===== src/rtl/pipe_event_tracker_pkg.sv =====
// Shared widths and the pipeline entry record used by the event tracker and its stage registers.
package pkg_opengpu;

    localparam int WARP_ID_WIDTH  = 2;
    localparam int REG_ADDR_WIDTH = 5;

    typedef struct packed {
        logic                      valid;
        logic [WARP_ID_WIDTH-1:0]  warp_id;
        logic [REG_ADDR_WIDTH-1:0] rd;
        logic                      reg_write;
        logic                      is_load;
    } pipe_entry_t;

    // True when a flush request targets the warp held in this entry.
    function automatic logic entryHitByFlush(
        input pipe_entry_t              entry,
        input logic                     flushEn,
        input logic [WARP_ID_WIDTH-1:0] flushWarp
    );
        return flushEn && entry.valid && (entry.warp_id == flushWarp);
    endfunction

endpackage


===== src/rtl/pipe_event_tracker_stage_reg.sv =====
// One pipeline stage: holds an entry, loads a new one, or empties on squash.
module pipe_stage_reg
    import pkg_opengpu::*;
(
    input  logic        clk,
    input  logic        rst_n,
    input  logic        i_load,
    input  pipe_entry_t i_entry,
    input  logic        i_squash,
    output pipe_entry_t o_entry
);

    pipe_entry_t r_entry;

    // A load always wins over a squash so a stage can empty and refill on one edge.
    always_ff @(posedge clk or negedge rst_n) begin
        if (!rst_n) begin
            r_entry <= '0;
        end else if (i_load) begin
            r_entry <= i_entry;
        end else if (i_squash) begin
            r_entry <= '0;
        end
    end

    assign o_entry = r_entry;

endmodule


===== src/rtl/pipe_event_tracker.sv =====
// Tracks one instruction per EX/MEM/WB stage and emits the progress events the scoreboard consumes.
module pipe_event_tracker
    import pkg_opengpu::*;
#(
    parameter int NUM_WARPS  = 4,
    parameter int EX_LATENCY = 1
) (
    input  logic                      clk,
    input  logic                      rst_n,
    input  logic                      issue_valid,
    output logic                      issue_ready,
    input  logic [WARP_ID_WIDTH-1:0]  issue_warp_id,
    input  logic [REG_ADDR_WIDTH-1:0] issue_rd,
    input  logic                      issue_reg_write,
    input  logic                      issue_is_load,
    output logic                      mem_req_valid,
    input  logic                      mem_resp_valid,
    input  logic                      wb_ready,
    input  logic                      flush,
    input  logic [WARP_ID_WIDTH-1:0]  flush_warp_id,
    output logic                      exec_issue,
    output logic [WARP_ID_WIDTH-1:0]  exec_warp_id,
    output logic [REG_ADDR_WIDTH-1:0] exec_rd,
    output logic                      exec_reg_write,
    output logic                      exec_is_load,
    output logic                      ex_mem_advance,
    output logic [WARP_ID_WIDTH-1:0]  ex_mem_warp_id,
    output logic [REG_ADDR_WIDTH-1:0] ex_mem_rd,
    output logic                      ex_mem_reg_write,
    output logic                      mem_wb_advance,
    output logic [WARP_ID_WIDTH-1:0]  mem_wb_warp_id,
    output logic [REG_ADDR_WIDTH-1:0] mem_wb_rd,
    output logic                      mem_wb_reg_write,
    output logic                      wb_complete,
    output logic [WARP_ID_WIDTH-1:0]  wb_warp_id,
    output logic [REG_ADDR_WIDTH-1:0] wb_rd,
    output logic                      wb_reg_write,
    output logic [1:0]                inflight_count,
    output logic                      busy
);

    localparam logic [2:0] EX_LAST = 3'(EX_LATENCY - 1);

    pipe_entry_t w_ex, w_mem, w_wb, w_issueEntry;
    logic [2:0]  r_exCnt;
    logic        r_reqSent, r_orphan;
    logic        w_flushEn, w_exFlush, w_memFlush;
    logic        w_exDone, w_memDone;
    logic        w_wbMove, w_memMove, w_exMove;
    logic        w_exec, w_memReq;

    // Moves are resolved back to front so a stage may advance into one that is emptying.
    always_comb begin
        w_flushEn   = flush && (int'(flush_warp_id) < NUM_WARPS);
        w_exFlush   = entryHitByFlush(w_ex, w_flushEn, flush_warp_id);
        w_memFlush  = entryHitByFlush(w_mem, w_flushEn, flush_warp_id);
        w_exDone    = w_ex.valid && (r_exCnt == EX_LAST);
        w_memDone   = w_mem.valid &&
                      (!w_mem.is_load || (mem_resp_valid && r_reqSent && !r_orphan));
        w_wbMove    = w_wb.valid && wb_ready;
        w_memMove   = w_memDone && !w_memFlush && (!w_wb.valid || w_wbMove);
        w_exMove    = w_exDone && !w_exFlush && (!w_mem.valid || w_memMove);
        issue_ready = !w_ex.valid || w_exMove;
        w_exec      = issue_valid && issue_ready && !(flush && (flush_warp_id == issue_warp_id));
        w_memReq    = w_mem.valid && w_mem.is_load && !r_reqSent && !r_orphan && !w_memFlush;
        w_issueEntry = '{valid: 1'b1, warp_id: issue_warp_id, rd: issue_rd,
                         reg_write: issue_reg_write, is_load: issue_is_load};
    end

    pipe_stage_reg u_exStage (
        .clk(clk), .rst_n(rst_n), .i_load(w_exec), .i_entry(w_issueEntry),
        .i_squash(w_exMove || w_exFlush), .o_entry(w_ex)
    );

    pipe_stage_reg u_memStage (
        .clk(clk), .rst_n(rst_n), .i_load(w_exMove), .i_entry(w_ex),
        .i_squash(w_memMove || w_memFlush), .o_entry(w_mem)
    );

    pipe_stage_reg u_wbStage (
        .clk(clk), .rst_n(rst_n), .i_load(w_memMove), .i_entry(w_mem),
        .i_squash(w_wbMove), .o_entry(w_wb)
    );

    // The orphan flag swallows exactly one response belonging to a squashed load.
    always_ff @(posedge clk or negedge rst_n) begin
        if (!rst_n) begin
            r_exCnt   <= '0;
            r_reqSent <= 1'b0;
            r_orphan  <= 1'b0;
        end else begin
            if (w_exec) begin
                r_exCnt <= '0;
            end else if (w_ex.valid && !w_exDone) begin
                r_exCnt <= r_exCnt + 3'd1;
            end

            if (w_exMove || w_memMove || w_memFlush) begin
                r_reqSent <= 1'b0;
            end else if (w_memReq) begin
                r_reqSent <= 1'b1;
            end

            if (w_memFlush && w_mem.is_load && r_reqSent) begin
                r_orphan <= 1'b1;
            end else if (mem_resp_valid) begin
                r_orphan <= 1'b0;
            end
        end
    end

    always_comb begin
        mem_req_valid    = w_memReq;
        exec_issue       = w_exec;
        exec_warp_id     = w_exec ? issue_warp_id : '0;
        exec_rd          = w_exec ? issue_rd : '0;
        exec_reg_write   = w_exec && issue_reg_write;
        exec_is_load     = w_exec && issue_is_load;
        ex_mem_advance   = w_exMove;
        ex_mem_warp_id   = w_exMove ? w_ex.warp_id : '0;
        ex_mem_rd        = w_exMove ? w_ex.rd : '0;
        ex_mem_reg_write = w_exMove && w_ex.reg_write;
        mem_wb_advance   = w_memMove;
        mem_wb_warp_id   = w_memMove ? w_mem.warp_id : '0;
        mem_wb_rd        = w_memMove ? w_mem.rd : '0;
        mem_wb_reg_write = w_memMove && w_mem.reg_write;
        wb_complete      = w_wbMove;
        wb_warp_id       = w_wbMove ? w_wb.warp_id : '0;
        wb_rd            = w_wbMove ? w_wb.rd : '0;
        wb_reg_write     = w_wbMove && w_wb.reg_write;
        inflight_count   = {1'b0, w_ex.valid} + {1'b0, w_mem.valid} + {1'b0, w_wb.valid};
        busy             = w_ex.valid || w_mem.valid || w_wb.valid || r_orphan;
    end

endmodule


===== config.mk =====
export PLATFORM = sky130hd
export DESIGN_NAME = pipe_event_tracker
export DESIGN_NICKNAME = d
export VERILOG_FILES = /design/src/rtl/pipe_event_tracker_pkg.sv /design/src/rtl/pipe_event_tracker_stage_reg.sv /design/src/rtl/pipe_event_tracker.sv
export SDC_FILE = /design/constraint.sdc
export NUM_CORES = 1
export LEC_CHECK = 0
export ABC_AREA = 1
export BUFFER_PORTS_ARGS = -buffer_cell sky130_fd_sc_hd__buf_2
export CAP_MARGIN = 20
export CORE_MARGIN = 1.5
export CORE_UTILIZATION = 54
export DETAILED_ROUTE_END_ITERATION = 16
export GPL_TIMING_DRIVEN = 1
export PLACE_DENSITY = 0.85
export SYNTH_ARGS = -nofsm -noshare
export SYNTH_HDL_FRONTEND = slang
export SYNTH_SLANG_ARGS = --single-unit

===== constraint.sdc =====
create_clock -name clk -period 4.25 [get_ports clk]
set_input_delay 0.2125 -clock clk [delete_from_list [all_inputs] [get_ports clk]]
set_output_delay 0.2125 -clock clk [all_outputs]
set_load 0.03 [all_outputs]

==> results of run 1 <==
==> synth_stat cells (all sizes together) <==
library cell | instances | area share [%]
xnor2 | 2 | 0.98
a21oi | 4 | 1.1
o32ai | 1 | 0.49
o21ai | 3 | 0.84
o22ai | 16 | 5.6
o2111ai | 9 | 4.4
xor2 | 2 | 0.98
nand2 | 31 | 7.1
ha | 2 | 1.4
buf | 8 | 3.6
nand3 | 14 | 4.2
or2 | 1 | 0.35
inv | 53 | 11
nand4 | 2 | 0.70
fa | 1 | 1.1
clkinv | 1 | 0.21
nor3 | 1 | 0.56
nor2 | 32 | 7.0
dfrtp | 34 | 48
a22oi | 1 | 0.70
==> metal layers <==
layer  share of wire (%)  GRT usage [%]  up-vias  wire (µm)
met3                 7.3           4.05        5        266
met5                   0              0        -          0
met4                 1.2           11.2        0         43
met1                  46           30.3      703       1680
met2                  45           35.1       61       1660
li1                    -              -      809          -
==> worst min-delay path by stage <==
stage	start	to	slack [ns]	depth (start not counted)
4_1_cts	mem_resp_valid	r_orphan	0.04	2
3_3_place_gp	rst_n	r_exCnt[2]	0.30	1
6_report	mem_resp_valid	r_orphan	0.04	2
5_1_grt	mem_resp_valid	r_orphan	0.05	2
3_5_place_dp	rst_n	r_exCnt[0]	0.31	1
2_1_floorplan	rst_n	r_exCnt[0]	-0.08	0
==> worst max-delay path, delay by kind of cell, from the launching register on <==
kind                   cells  cell delay, ns
buffers and inverters      3            0.43
and+or+nand+nor            9            1.62
DFF                        1            0.39
==> power by group <==
group / switching [µW] / total (µW) / leakage (µW) / internal (µW)
sequential: 75.0 / 525 / 0.000450 / 450
clock: 113 / 193 / 0.0000343 / 79.4
combinational: 638 / 890 / 0.000770 / 252
total: 826 / 1610 / 0.00125 / 782
==> cell families (layout without fill, tap and decap cells) <==
kind of cell,Yosys count,in the layout,share of synthesized area (%)
AO/OA/AOI/OAI,34,34,13.2
XOR/XNOR,4,4,1.96
adder cells (fa/ha/maj),3,3,2.52
buffers and inverters,62,121,14.9
flip-flops,34,34,47.6
AND/OR/NAND/NOR,81,81,19.9
==> layout make-up <==
| class | instances | area share (%) |
|---|---|---|
| Sequential cell | 34 | 39.7 |
| Multi-Input combinational cell | 122 | 31.3 |
| Tap cell | 44 | 2.57 |
| Inverter | 54 | 9.46 |
| Clock buffer | 6 | 2.39 |
| Timing Repair Buffer | 59 | 14.0 |
| Clock inverter | 2 | 0.584 |
==> registers in the layout (all words and copies together) (netlist names) <==
| signal | cells |
|---|---|
| u_exStage.o_entry | 10 |
| u_memStage.o_entry | 10 |
| u_wbStage.o_entry | 9 |
| r_exCnt | 3 |
| r_orphan | 1 |
| r_reqSent | 1 |
==> cells in the final DEF (no fill, tap or decap), drive strengths merged, types with 4 or more instances in the layout <==
master   instances
buf             58
inv             53
dfrtp           34
nor2            32
nand2           31
o22ai           16
nand3           14
o2111ai          9
clkbuf           6
a21oi            4
==> per-stage QoR <==
step           std cells  area, µm²  total power [µW]  util, %  hold slack (ns)
4_1_cts              321       2140              1610     69.1           0.0424
3_5_place_dp         312       2070              1420     66.7            0.309
6_report             321       2140              1610     69.1           0.0439
2_1_floorplan        218       1790              1270        -          -0.0831
3_3_place_gp         312       2070              1400     66.7            0.303
5_1_grt              321       2140              1740     69.1           0.0452
==> what timing repair did <==
action                     CTS  global route
setup endpoints to repair    0             0
setup buffers                0             0
hold buffers                 1             0
hold endpoints to repair    34             0
==> results.sh, run 1 <==
export IMPL_synth_area_um2=1790
export IMPL_maxSlewHeadroom_pct=51.4
export IMPL_layout_area_overhead_vs_synth_pct=19.9
export IMPL_r2r_end="r_exCnt[0]"
export IMPL_tightest_slew_ns=0.729
export IMPL_ioPinCount=59
export IMPL_cts_sinks=34
export IMPL_r2r_cells=12
export IMPL_grt_overflow_total=0
export IMPL_cp_start_kind="flip-flop"
export IMPL_status="complete, no violations"
export IMPL_htreeDepth=2
export IMPL_syn_num_nets=238
export IMPL_clkTransAtPathRegs_ns=0.10
export IMPL_detail_route_vias_per_cell=4.92
export IMPL_irDropWorstVdd_v=0.000396
export IMPL_crit_path_end_kind="output pin"
export IMPL_criticalPathCategory="reg2out"
export IMPL_drive_gt1_share_pct=28.2
export IMPL_synth_seq_cells=34
export IMPL_yosysSeqAreaShare_pct=47.6
export IMPL_ff_latch_area_um2=851
export IMPL_cellPowerDensity_nw_per_um2=750
export IMPL_numCtsBuffers=5
export IMPL_crit_end="exec_issue"
export IMPL_avgSynthCellArea_um2=8.20
export IMPL_wire_per_inst_um=11.4
export IMPL_clock_skew_ns=0.0155
export IMPL_fillCellCount=276
export IMPL_antenna_found_initial=0
export IMPL_grt_pass1_wl_um=6050
export IMPL_min_path_type="in2reg"
export IMPL_die_x_um=60.5
export IMPL_grt_util_all_layers_pct=22.4
export IMPL_die_h_um=60.5
export IMPL_ys_warn_count=0
export IMPL_vias=1578
export IMPL_fp_row_count=20
export IMPL_worst_slack_ns=1.24
export IMPL_critical_path_startpoint="u_memStage.o_entry[7]"
export IMPL_path_max_fanout=29
export IMPL_fin_nets=296
export IMPL_hold_violations=0
export IMPL_synthCells=218
export IMPL_final_antenna_net_count=0
export IMPL_grt_max_degree=35
export IMPL_fin_crit_sh_pct=70.9
export IMPL_io_buffers=58
export IMPL_setup_viol=0
export IMPL_multi_input_area_um2=671
export IMPL_period_minus_slack_ns=3.01
export IMPL_clk_path_buf_depth=2
export IMPL_crit_path_cell_trace="inv_1 > nand2_1 > nand2_1 > nor2_2 > nand2_2 > nand3_2 > nand2_2 > nand2_2 > nand2_1 > nand2_1 > inv_1 > buf_2"
export IMPL_slowest_delay_ns=0.44
export IMPL_rsz0062_at_grt="no"
export IMPL_p_leak_uw=0.00125
export IMPL_drv_cap=0
export IMPL_clock_root_buffer="clkbuf_4"
export IMPL_clkLatencyLatePin_ns=0.35
export IMPL_cpMostUsedCell="nand2_1"
export IMPL_fmax_mhz=332
export IMPL_rr_startpoint="u_memStage.o_entry[7]"
export IMPL_drt_wl_total_um=3650
export IMPL_setup_tns_ns=0
export IMPL_core_um2=3100
export IMPL_drt_pass1_iterations=4
export IMPL_cts_resized_gates=0
export IMPL_route_detailed_drc=0
export IMPL_grt_pass1_vias=1406
export IMPL_drv_slew=0
export IMPL_hpwlAfterDp_um=2760
export IMPL_cts_tree="done"
export IMPL_required_ns=4.04
export IMPL_antenna_diode_count=0
export IMPL_dieArea_um2=3670
export IMPL_slowest_stage="nand2_1"
export IMPL_r2r_slack_ns=1.84
export IMPL_cp_data_arrival_time_ns=2.80
export IMPL_gp_congestion=0.804
export IMPL_start_util_pct=57.6
export IMPL_drtIter0Drc=75
export IMPL_dp_slack_ns=1.63
export IMPL_ys_types=27
(Power assumes the default switching activity.)
==> run 2, diff against run 1 <==
--- a/config.mk
+++ b/config.mk
@@ -5,14 +5,14 @@
 export SDC_FILE = /design/constraint.sdc
 export NUM_CORES = 1
 export LEC_CHECK = 0
-export ABC_AREA = 1
+export ABC_AREA = 0
 export BUFFER_PORTS_ARGS = -buffer_cell sky130_fd_sc_hd__buf_2
 export CAP_MARGIN = 20
 export CORE_MARGIN = 1.5
-export CORE_UTILIZATION = 54
+export CORE_UTILIZATION = 45
 export DETAILED_ROUTE_END_ITERATION = 16
 export GPL_TIMING_DRIVEN = 1
-export PLACE_DENSITY = 0.85
+export PLACE_DENSITY = 0.75
 export SYNTH_ARGS = -nofsm -noshare
 export SYNTH_HDL_FRONTEND = slang
 export SYNTH_SLANG_ARGS = --single-unit
==> constraint.sdc (replaced) <==
create_clock -name clk -period 2.5 [get_ports clk]
set_input_delay 0.125 -clock clk [delete_from_list [all_inputs] [get_ports clk]]
set_output_delay 0.125 -clock clk [all_outputs]
set_load 0.03 [all_outputs]
==> run 2 against run 1 <==
Routed wire length rose by 2.5%; first-iteration DRC count fell by 25%; clock skew fell by 0.0094 ns; highest routed layer unchanged; global-route usage fell by 3.5 points; non-clock buffer count rose by 7; worst setup slack got worse by 1.1 ns; cell count fell by 13%; via count fell by 6.4%; clock-buffer cell count did not move; sequential share of layout area fell by 2.0 points; register-to-register slack got worse by 1.4 ns; largest cell class unchanged.
==> results.sh, run 2 <==
export IMPL_r2r_slack_ns=0.45
export IMPL_die_x_um=65.7
export IMPL_placed_area_um2=2100
export IMPL_hold_slack_ns=0.0474
export IMPL_hpwlAfterDp_um=2670
export IMPL_rr_startpoint="r_orphan"
export IMPL_grt_max_degree=35
export IMPL_crit_end="exec_rd[3]"
export IMPL_drt_pass1_iterations=4
export IMPL_met3_usage_pct=5.82
export IMPL_met1_usage_pct=26.6
export IMPL_fin_crit_sh_pct=96.4
export IMPL_synth_top_flop_cell="dfrtp_1"
export IMPL_fin_nets=249
export IMPL_synth_seq_cells=34
export IMPL_setup_tns_ns=0
export IMPL_die_h_um=65.7
export IMPL_synth_compound_area_share_pct=19.7
export IMPL_grt_pass1_vias=1325
export IMPL_route_detailed_drc=0
export IMPL_wire_per_inst_um=13.5
export IMPL_synthAdderAreaFrac_pct=2.55
export IMPL_grt_util_all_layers_pct=18.9
export IMPL_hold_violations=0
export IMPL_fp_row_count=22
export IMPL_syn_num_nets=186
export IMPL_dp_slack_ns=0.215
export IMPL_criticalPathCategory="reg2out"
export IMPL_synthCells=166
export IMPL_rsz0062_at_grt="yes"
export IMPL_finalPower_uw=2720
export IMPL_synthXorXnorAreaFrac_pct=2.97
export IMPL_antenna_diode_count=0
export IMPL_gp_congestion=0.843
export IMPL_ys_types=38
export IMPL_worstHoldPathCells=2
export IMPL_r2r_cells=7
export IMPL_dieArea_um2=4310
export IMPL_fin_area_um2=2260
export IMPL_drv_slew=0
export IMPL_p_leak_uw=0.00129
export IMPL_synthTopCellsByArea="dfrtp_1 48%, and2_1 9.2%, a32o_2 5.7%"
export IMPL_fmax_mhz=415
export IMPL_ioPinCount=59
export IMPL_synthSimpleGateAreaFrac_pct=21.7
export IMPL_synth_edf_count=0
export IMPL_cts_sinks=34
export IMPL_clkLatencyLatePin_ns=0.29
export IMPL_irDropWorstVdd_v=0.000673
export IMPL_synth_async_reset_ratio_pct=100
export IMPL_clock_skew_ns=0.00610
export IMPL_cts_tree="done"
export IMPL_io_buffers=58
export IMPL_drv_cap=0
export IMPL_grt_pass1_wl_um=6200
export IMPL_drtIter0Drc=56
export IMPL_numCtsBuffers=5
export IMPL_grt_overflow_total=0
export IMPL_synth_top_family_by_area="simple AND/OR/NAND/NOR gates"
export IMPL_cp_data_arrival_time_ns=2.29
export IMPL_detail_route_vias_per_cell=5.31
export IMPL_final_common_cell="buf_2"
export IMPL_period_minus_slack_ns=2.41
export IMPL_drive_gt1_share_pct=38.3
export IMPL_min_path_type="in2reg"
export IMPL_yosysSeqAreaShare_pct=48.1
export IMPL_crit_path_end_kind="output pin"
export IMPL_yosysTopAreaCell="dfrtp_1"
export IMPL_final_antenna_net_count=0
export IMPL_top_usage_layer="met2"
export IMPL_clkTransAtPathRegs_ns=0.07
export IMPL_antenna_found_initial=0
export IMPL_avgSynthCellArea_um2=10.7
export IMPL_clock_root_buffer="clkbuf_8"
export IMPL_worst_slack_ns=0.0899
export IMPL_core_um2=3720
export IMPL_synth_area_mux_share_pct=0.637
export IMPL_fillCellCount=318
export IMPL_clk_path_buf_depth=2
export IMPL_htreeDepth=2
export IMPL_netlist_area_leader_share_pct=48.1
export IMPL_layout_common_cells="48 x buf_2, 34 x dfrtp_1, 26 x and2_1"
export IMPL_tightest_slew_ns=0.765
export IMPL_drt_wl_total_um=3750
export IMPL_cp_start_kind="flip-flop"
export IMPL_start_util_pct=47.6
export IMPL_synth_common_cells="34 x dfrtp_1, 26 x and2_1, 9 x a22o_1, 9 x a32o_2, 9 x nand2_1"
export IMPL_required_ns=2.38
export IMPL_ys_warn_count=0
export IMPL_status="complete, no violations"
export IMPL_setup_viol=0
export IMPL_critical_path_startpoint="r_orphan"
export IMPL_vias=1477
export IMPL_synth_area_um2=1770
export IMPL_r2r_end="u_exStage.o_entry[8]"
export IMPL_maxSlewHeadroom_pct=49.0
export IMPL_path_max_fanout=11
export IMPL_synth_most_common_cell="dfrtp_1"
export IMPL_cellPowerDensity_nw_per_um2=1210
export IMPL_gr_usage_met2_pct=28.4
export IMPL_layout_area_overhead_vs_synth_pct=27.8
[run 2: area by class of cell]
class | instances | area [µm²] | area share (%)
sequential | 34 | 851 | 37.7
clock inverter | 2 | 12.5 | 0.554
inverter | 5 | 18.8 | 0.831
tap | 48 | 60.1 | 2.66
multi-input combinational | 117 | 846 | 37.4
timing repair buffer | 66 | 389 | 17.2
clock buffer | 6 | 82.6 | 3.65
[run 2: per-layer routing]
metal  routed length, µm  up-vias
met5                   0        -
met4                  26        0
met3                 240        4
met2                1690       59
met1                1790      690
li1                    -      724
[run 2: worst min path at each step]
stage              startpoint         end  slack [ns]
4_1_cts        mem_resp_valid    r_orphan        0.03
2_1_floorplan           rst_n  r_exCnt[0]       -0.17
6_report       mem_resp_valid    r_orphan        0.05
3_5_place_dp            rst_n    r_orphan        0.24
3_3_place_gp            rst_n    r_orphan        0.24
5_1_grt        mem_resp_valid    r_orphan        0.04
[run 2: worst max-delay path, stage by stage, from the launching register on]
cell	delay [ns]
dfrtp_1	0.40
nand3b_1	0.18
nor2b_1	0.15
or4_4	0.59
a211oi_4	0.23
buf_6	0.16
and2_1	0.14
buf_4	0.16
[run 2: kinds of logic (layout without fill, tap and decap cells)]
kind of cell             count (synthesis)  after routing
AND/OR/NAND/NOR                         65             65
AO/OA/AOI/OAI                           42             42
flip-flops                              34             34
buffers and inverters                   15             79
XOR/XNOR                                 6              6
adder cells (fa/ha/maj)                  3              3
multiplexers                             1              1
[run 2: timing repair]
action                                  in CTS  in global routing
hold buffers                                 1                  0
pin swaps                                    1                  1
resized for setup                            0                 24
setup buffers                                1                  1
endpoints found under the setup margin       9                 18
hold endpoints to repair                    34                  0
gates cloned                                 0                  0
[run 2: where the power goes]
part           switching [µW]  total [µW]  internal, µW  leakage [µW]
sequential                188         965           776      0.000451
combinational             782        1330           552      0.000793
clock                     204         425           221     0.0000472
total                    1170        2720          1550       0.00129
[run 2: metrics by stage]
step / cells / utilization [%]
4_1_cts: 277 / 59.5
6_report: 278 / 60.8
3_3_place_gp: 267 / 56.5
5_1_grt: 278 / 60.8
3_5_place_dp: 267 / 56.5
2_1_floorplan: 166 / -
